File: config.mk
export PLATFORM = sky130hd
export DESIGN_NAME = debounce_pb_array
export DESIGN_NICKNAME = d
export VERILOG_FILES = /design/src/rtl/debounce_pkg.sv /design/src/rtl/debounce_pb_chan.sv /design/src/rtl/debounce_pb_array.sv
export SDC_FILE = /design/constraint.sdc
export NUM_CORES = 1
export LEC_CHECK = 0
export ABC_AREA = 1
export CAP_MARGIN = 20
export CORE_ASPECT_RATIO = 1.2
export CORE_MARGIN = 2
export CORE_UTILIZATION = 45
export CTS_BUF_LIST = sky130_fd_sc_hd__clkbuf_16
export DETAILED_ROUTE_END_ITERATION = 10
export GPL_ROUTABILITY_DRIVEN = 0
export GPL_TIMING_DRIVEN = 1
export PLACE_DENSITY_LB_ADDON = 0.3
export SYNTH_ARGS = -nofsm -noshare
export SYNTH_HDL_FRONTEND = slang
export SYNTH_HIERARCHICAL = 1
export SYNTH_SLANG_ARGS = --single-unit
File: constraint.sdc
create_clock -name i_clk -period 2.1 [get_ports i_clk]
set_clock_uncertainty 0.15 [all_clocks]
set_input_delay 0.63 -clock i_clk [delete_from_list [all_inputs] [get_ports i_clk]]
set_output_delay 0.63 -clock i_clk [all_outputs]
set_load 0.03 [all_outputs]
File: src/rtl/debounce_pkg.sv
// Shared types and elaboration helpers for the push-button debouncer array.
package debounce_pkg;

    // Per-channel debouncer states.
    typedef enum logic [2:0] {
        IDLE,
        ARMING,
        DOWN,
        HELD,
        DISARM
    } deb_state_t;

    // Smallest counter width whose range strictly exceeds the largest count.
    function automatic int min_cnt_w(input int deb_cycles,
                                     input int hold_cycles,
                                     input int repeat_cycles);
        int m;
        m = deb_cycles;
        if (hold_cycles > m) m = hold_cycles;
        if (repeat_cycles > m) m = repeat_cycles;
        return $clog2(m + 1);
    endfunction

endpackage

File: src/rtl/debounce_pb_chan.sv
// One push-button channel: 2-flop synchroniser, shared debounce/hold counter
// and the IDLE/ARMING/DOWN/HELD/DISARM state machine with registered outputs.
module debounce_pb_chan
    import debounce_pkg::*;
#(
    parameter int DEB_CYCLES    = 1000000,
    parameter int HOLD_CYCLES   = 50000000,
    parameter int REPEAT_CYCLES = 10000000,
    parameter int REPEAT_EN     = 1,
    parameter int CNT_W         = 26
) (
    input  logic i_clk,
    input  logic i_reset,
    input  logic i_pb,
    output logic o_level,
    output logic o_press,
    output logic o_release,
    output logic o_repeat
);

    // Terminal counts: the counter compares against these, one below the
    // number of cycles each phase lasts.
    localparam logic [CNT_W-1:0] DEB_LAST  = CNT_W'(DEB_CYCLES - 1);
    localparam logic [CNT_W-1:0] HOLD_LAST = CNT_W'(HOLD_CYCLES - 1);
    localparam logic [CNT_W-1:0] REP_LAST  = CNT_W'(REPEAT_CYCLES - 1);

    logic             r_sync1;
    logic             r_sync2;
    deb_state_t       r_state;
    logic [CNT_W-1:0] r_cnt;
    logic             r_level;
    logic             r_press;
    logic             r_release;
    logic             r_repeat;

    deb_state_t       w_state_nxt;
    logic [CNT_W-1:0] w_cnt_nxt;
    logic             w_level_nxt;
    logic             w_press_nxt;
    logic             w_release_nxt;
    logic             w_repeat_nxt;

    // Bring the asynchronous button into the clk domain.
    always_ff @(posedge i_clk) begin
        if (!i_reset) begin
            r_sync1 <= 1'b0;
            r_sync2 <= 1'b0;
        end else begin
            r_sync1 <= i_pb;
            r_sync2 <= r_sync1;
        end
    end

    // State, counter and registered outputs.
    always_ff @(posedge i_clk) begin
        if (!i_reset) begin
            r_state   <= IDLE;
            r_cnt     <= '0;
            r_level   <= 1'b0;
            r_press   <= 1'b0;
            r_release <= 1'b0;
            r_repeat  <= 1'b0;
        end else begin
            r_state   <= w_state_nxt;
            r_cnt     <= w_cnt_nxt;
            r_level   <= w_level_nxt;
            r_press   <= w_press_nxt;
            r_release <= w_release_nxt;
            r_repeat  <= w_repeat_nxt;
        end
    end

    // Next-state, counter and pulse decode; pulses default low so each lasts one cycle.
    always_comb begin
        w_state_nxt   = r_state;
        w_cnt_nxt     = r_cnt;
        w_level_nxt   = r_level;
        w_press_nxt   = 1'b0;
        w_release_nxt = 1'b0;
        w_repeat_nxt  = 1'b0;
        case (r_state)
            IDLE: begin
                w_level_nxt = 1'b0;
                if (r_sync2) begin
                    w_state_nxt = ARMING;
                    w_cnt_nxt   = '0;
                end
            end
            ARMING: begin
                if (!r_sync2) begin
                    w_state_nxt = IDLE;
                    w_cnt_nxt   = '0;
                end else if (r_cnt == DEB_LAST) begin
                    w_state_nxt = DOWN;
                    w_cnt_nxt   = '0;
                    w_level_nxt = 1'b1;
                    w_press_nxt = 1'b1;
                end else begin
                    w_cnt_nxt = r_cnt + CNT_W'(1);
                end
            end
            DOWN: begin
                if (!r_sync2) begin
                    w_state_nxt = DISARM;
                    w_cnt_nxt   = '0;
                end else if (r_cnt == HOLD_LAST) begin
                    // Without auto-repeat the hold timer simply parks at its terminal count.
                    if (REPEAT_EN != 0) begin
                        w_state_nxt  = HELD;
                        w_cnt_nxt    = '0;
                        w_repeat_nxt = 1'b1;
                    end
                end else begin
                    w_cnt_nxt = r_cnt + CNT_W'(1);
                end
            end
            HELD: begin
                if (!r_sync2) begin
                    w_state_nxt = DISARM;
                    w_cnt_nxt   = '0;
                end else if (r_cnt == REP_LAST) begin
                    w_cnt_nxt    = '0;
                    w_repeat_nxt = 1'b1;
                end else begin
                    w_cnt_nxt = r_cnt + CNT_W'(1);
                end
            end
            DISARM: begin
                // A bounce back high cancels the release and restarts the hold timer.
                if (r_sync2) begin
                    w_state_nxt = DOWN;
                    w_cnt_nxt   = '0;
                end else if (r_cnt == DEB_LAST) begin
                    w_state_nxt   = IDLE;
                    w_cnt_nxt     = '0;
                    w_level_nxt   = 1'b0;
                    w_release_nxt = 1'b1;
                end else begin
                    w_cnt_nxt = r_cnt + CNT_W'(1);
                end
            end
            default: begin
                w_state_nxt = IDLE;
                w_cnt_nxt   = '0;
                w_level_nxt = 1'b0;
            end
        endcase
    end

    assign o_level   = r_level;
    assign o_press   = r_press;
    assign o_release = r_release;
    assign o_repeat  = r_repeat;

endmodule

File: src/rtl/debounce_pb_array.sv
// Multi-channel push-button debouncer: N_CH independent channels sliced from
// the input/output buses, plus an elaboration check on the counter width.
module debounce_pb_array
    import debounce_pkg::*;
#(
    parameter int N_CH          = 4,
    parameter int DEB_CYCLES    = 1000000,
    parameter int HOLD_CYCLES   = 50000000,
    parameter int REPEAT_CYCLES = 10000000,
    parameter int REPEAT_EN     = 1,
    parameter int CNT_W         = 26
) (
    input  logic            i_clk,
    input  logic            i_reset,
    input  logic [N_CH-1:0] i_pb,
    output logic [N_CH-1:0] o_level,
    output logic [N_CH-1:0] o_press,
    output logic [N_CH-1:0] o_release,
    output logic [N_CH-1:0] o_repeat
);

    // The counter must be able to reach the largest terminal count.
    if (CNT_W < min_cnt_w(DEB_CYCLES, HOLD_CYCLES, REPEAT_CYCLES)) begin : g_cnt_w_chk
        $error("debounce_pb_array: CNT_W=%0d too small for the configured cycle counts", CNT_W);
    end

    for (genvar g = 0; g < N_CH; g++) begin : g_ch
        debounce_pb_chan #(
            .DEB_CYCLES    (DEB_CYCLES),
            .HOLD_CYCLES   (HOLD_CYCLES),
            .REPEAT_CYCLES (REPEAT_CYCLES),
            .REPEAT_EN     (REPEAT_EN),
            .CNT_W         (CNT_W)
        ) u_chan (
            .i_clk     (i_clk),
            .i_reset   (i_reset),
            .i_pb      (i_pb[g]),
            .o_level   (o_level[g]),
            .o_press   (o_press[g]),
            .o_release (o_release[g]),
            .o_repeat  (o_repeat[g])
        );
    end

endmodule

==> reports/qor.txt <==
Clock tree buffer depth -> 2
Combinational family with the most area after synthesis -> simple AND/OR/NAND/NOR gates
Register area -> 2810 um^2
Placed cells -> 2120
Clock H-tree levels -> 4
Critical setup path kind -> flop to output port
FF+latch count, synth -> 140
Vias per inst -> 5.21
Initial antenna violation count -> 0
Worst-Skew Late Latency -> 430 ps
Post-synth top area share -> 0.269
Layout area overhead -> 13.5%
Cell variety after synth -> 31
Hold path start -> g_ch[3].u_chan/r_sync1$_SDFF_PN0_
ANT nets after route -> 0
Final worst slack -> 86.2 ps
Buffers & Inverters on Critical Path -> 1
Final Non-Filler Cells -> 2152
CTS clk-pin slew, worst paths -> 60 ps
Fraction of registers with async set/reset -> 0
Most common cell in the netlist -> nand2_1
Total number of vias -> 11217
Time the worst path needs with I/O delays and setup -> 2010 ps
Int Pwr -> 5460 uW
Synth area leaders -> dfxtp_1 (27%), nand2_1 (18%), nor2_1 (12%), a21oi_1 (6.2%), inv_1 (6.2%)
Fin area -> 11800 um^2
Initial core utilization -> 0.460
Worst-path fanout max -> 2
Worst setup SP type -> flop
Drt wl/cell -> 13.2 um
Post-synthesis adder-cell area fraction -> 0.00481
Compound-gate portion of the synthesized area -> 0.144
Filler instances -> 2358
DRC viols -> 0
Largest area contributor in the netlist -> dfxtp_1
TritonCTS clock tree -> yes
Crit share post-route -> 0.959
Placed cell area -> 11200 um^2
Largest net degree at the start of global routing -> 27
Max VDD drop -> 584 uV
# IOs -> 22
Syn_nets -> 1784
P_sw -> 4090 uW
CP peak stage delay -> 420 ps
Slew margin rel. -> 0.605
Fin. max-slew vios -> 0
Multi-input gate area in the final layout -> 6620 um^2
Slew @ Worst Pin -> 587 ps
Reg power frac -> 0.315
1st-iter DRT viols -> 875
Total power draw -> 9560 uW
Post-synth EDFFs -> 0
Num CTS Buffers -> 17
YS warnings -> 6
Clock share of power -> 0.292
Post-Syn Instances -> 1774
Arrival @ worst endpoint -> 1230 ps
Row Count -> 60
Antenna diode count -> 0
CP endpoint kind -> output port
XOR/XNOR Fraction of Synth Area -> 0.0278
Final TNS setup -> 0 ps
Final Hold Viols -> 0
DRT Wirelength -> 28300 um
CP Cell Sequence -> dlygate4sd2_1
Primary FF master, synth -> dfxtp_1
Total grt overflow -> 0
Post-DP HPWL -> 20800 um
First-pass GRT wire length -> 47500 um
Die width -> 143 um
Avg Cell Area, Syn -> 5.86 um^2
Leak -> 0.00439 uW
Sequential share of the synthesized area -> 0.269
Final setup vio count -> 0
Simple-Gate Fraction of Synth Area -> 0.451
I/O Buffers -> 21
Synth Cell Area -> 10400 um^2
GRT Total Usage -> 0.236
Worst r2r src -> g_ch[0].u_chan/r_cnt[1]$_SDFFE_PN0N_
Share of post-route cells with drive strength above 1 -> 0.129
Fmax -> 0.497 GHz
Die area -> 24400 um^2
DR pass1 iterations -> 6
Clk sink count -> 140
Pre-CTS WS -> 82.9 ps
Max-cap violations -> 0
Outcome -> complete, no violations
Req. time, crit path -> 1320 ps
Family with the most delay on the worst path -> buffers and inverters
CORE AREA -> 22600 um^2
Die height -> 171 um
Pwr per Cell Area -> 810 nW/um^2
CP startpoint -> g_ch[1].u_chan/o_level$_SDFFE_PN0P_
Comb pwr share -> 0.393
Vias in the first global route -> 10243
Post-layout nets -> 1840
Synth cell count leaders -> nand2_1 (500), nor2_1 (330), inv_1 (171)
Switching Fraction -> 0.428
Clock root buffer -> clkbuf_16
Worst hold path class -> flop to flop
Post-synthesis mux area share -> 0
CP max-delay cell -> dlygate4sd2_1
==> metrics by stage <==
| stage | util | hold WS [ps] |
|---|---|---|
| 3_5_place_dp | 0.495 | 255 |
| 5_1_grt | 0.522 | 301 |
| 4_1_cts | 0.518 | 272 |
| 3_3_place_gp | 0.495 | 244 |
| 6_report | 0.522 | 267 |
| 2_1_floorplan | - | 240 |
==> state kept, by name, indices dropped and copies added, names as in the netlist <==
name	count
g_ch.u_chan/r_sync2	4
g_ch.u_chan/r_cnt	104
g_ch.u_chan/o_press	4
g_ch.u_chan/r_sync1	4
g_ch.u_chan/r_state	12
g_ch.u_chan/o_repeat	4
g_ch.u_chan/o_level	4
g_ch.u_chan/o_release	4
==> path summary, 6_finish.rpt <==
kind	end	slack, ps	cells after the start
worst max-delay path	o_level[1]	90	1
worst min-delay path	g_ch[3].u_chan/r_sync2$_SDFF_PN0_	270	2
worst max register to register	g_ch[0].u_chan/r_cnt[1]$_SDFFE_PN0N_	120	11
worst min register to register	g_ch[3].u_chan/r_sync2$_SDFF_PN0_	270	2
==> power groups by stage <==
stage / clock network [uW] / registers (uW) / logic, uW
3_3_place_gp: 0 / 3050 / 3720
3_5_place_dp: 0 / 3050 / 3740
6_report: 2790 / 3010 / 3760
2_1_floorplan: 0 / 3060 / 2700
4_1_cts: 2850 / 3000 / 3730
5_1_grt: 2970 / 3030 / 4180
==> placed cells by master (no fill, tap or decap), types with 5 or more instances in the layout <==
cell and count:
a21oi_1 129, a31oi_1 8, buf_4 63, clkbuf_16 17
clkinv_1 7, clkinvlp_4 6, dfxtp_1 135, dfxtp_2 5
dlygate4sd2_1 16, inv_1 173, inv_2 14, nand2_1 499
nand2_2 30, nand2_4 8, nand3_1 90, nand3_2 9
nand3b_1 6, nand4_1 17, nor2_1 328, nor2_2 23
nor2_4 19, nor3_1 38, nor4_1 8, o21ai_0 53
o21ai_1 56, o21ai_2 26, xnor2_1 15, xor2_1 18
==> area by class of cell <==
cell class,instances,share of cell area
Multi-Input combinational cell,1393,0.561
Sequential cell,140,0.238
Timing Repair Buffer,88,0.0625
Inverter,190,0.0604
Clock buffer,17,0.0360
Tap cell,310,0.0329
Clock inverter,14,0.00922
==> logic make-up after synthesis <==
family          after synthesis
buf+inv                     242
simple gates               1079
xor+xnor                     33
fa+ha+maj                     4
compound gates              276
flops                       140
==> layer usage <==
metal / vias up / wire, um / global-route usage
li1: 5758 / - / -
met1: 5094 / 12600 / 0.289
met2: 302 / 13700 / 0.416
met3: 63 / 1230 / 0.0347
met4: 0 / 791 / 0.0878
met5: - / 0 / 0
==> timing repair <==
action,4_1_cts,5_1_grt
cloned,0,1
buffers inserted,0,0
endpoints found under the setup margin,16,73
pin swaps,0,4
hold buffers,0,0
resized for setup,16,22
Note: power is estimated with default switching activity, not from simulation.
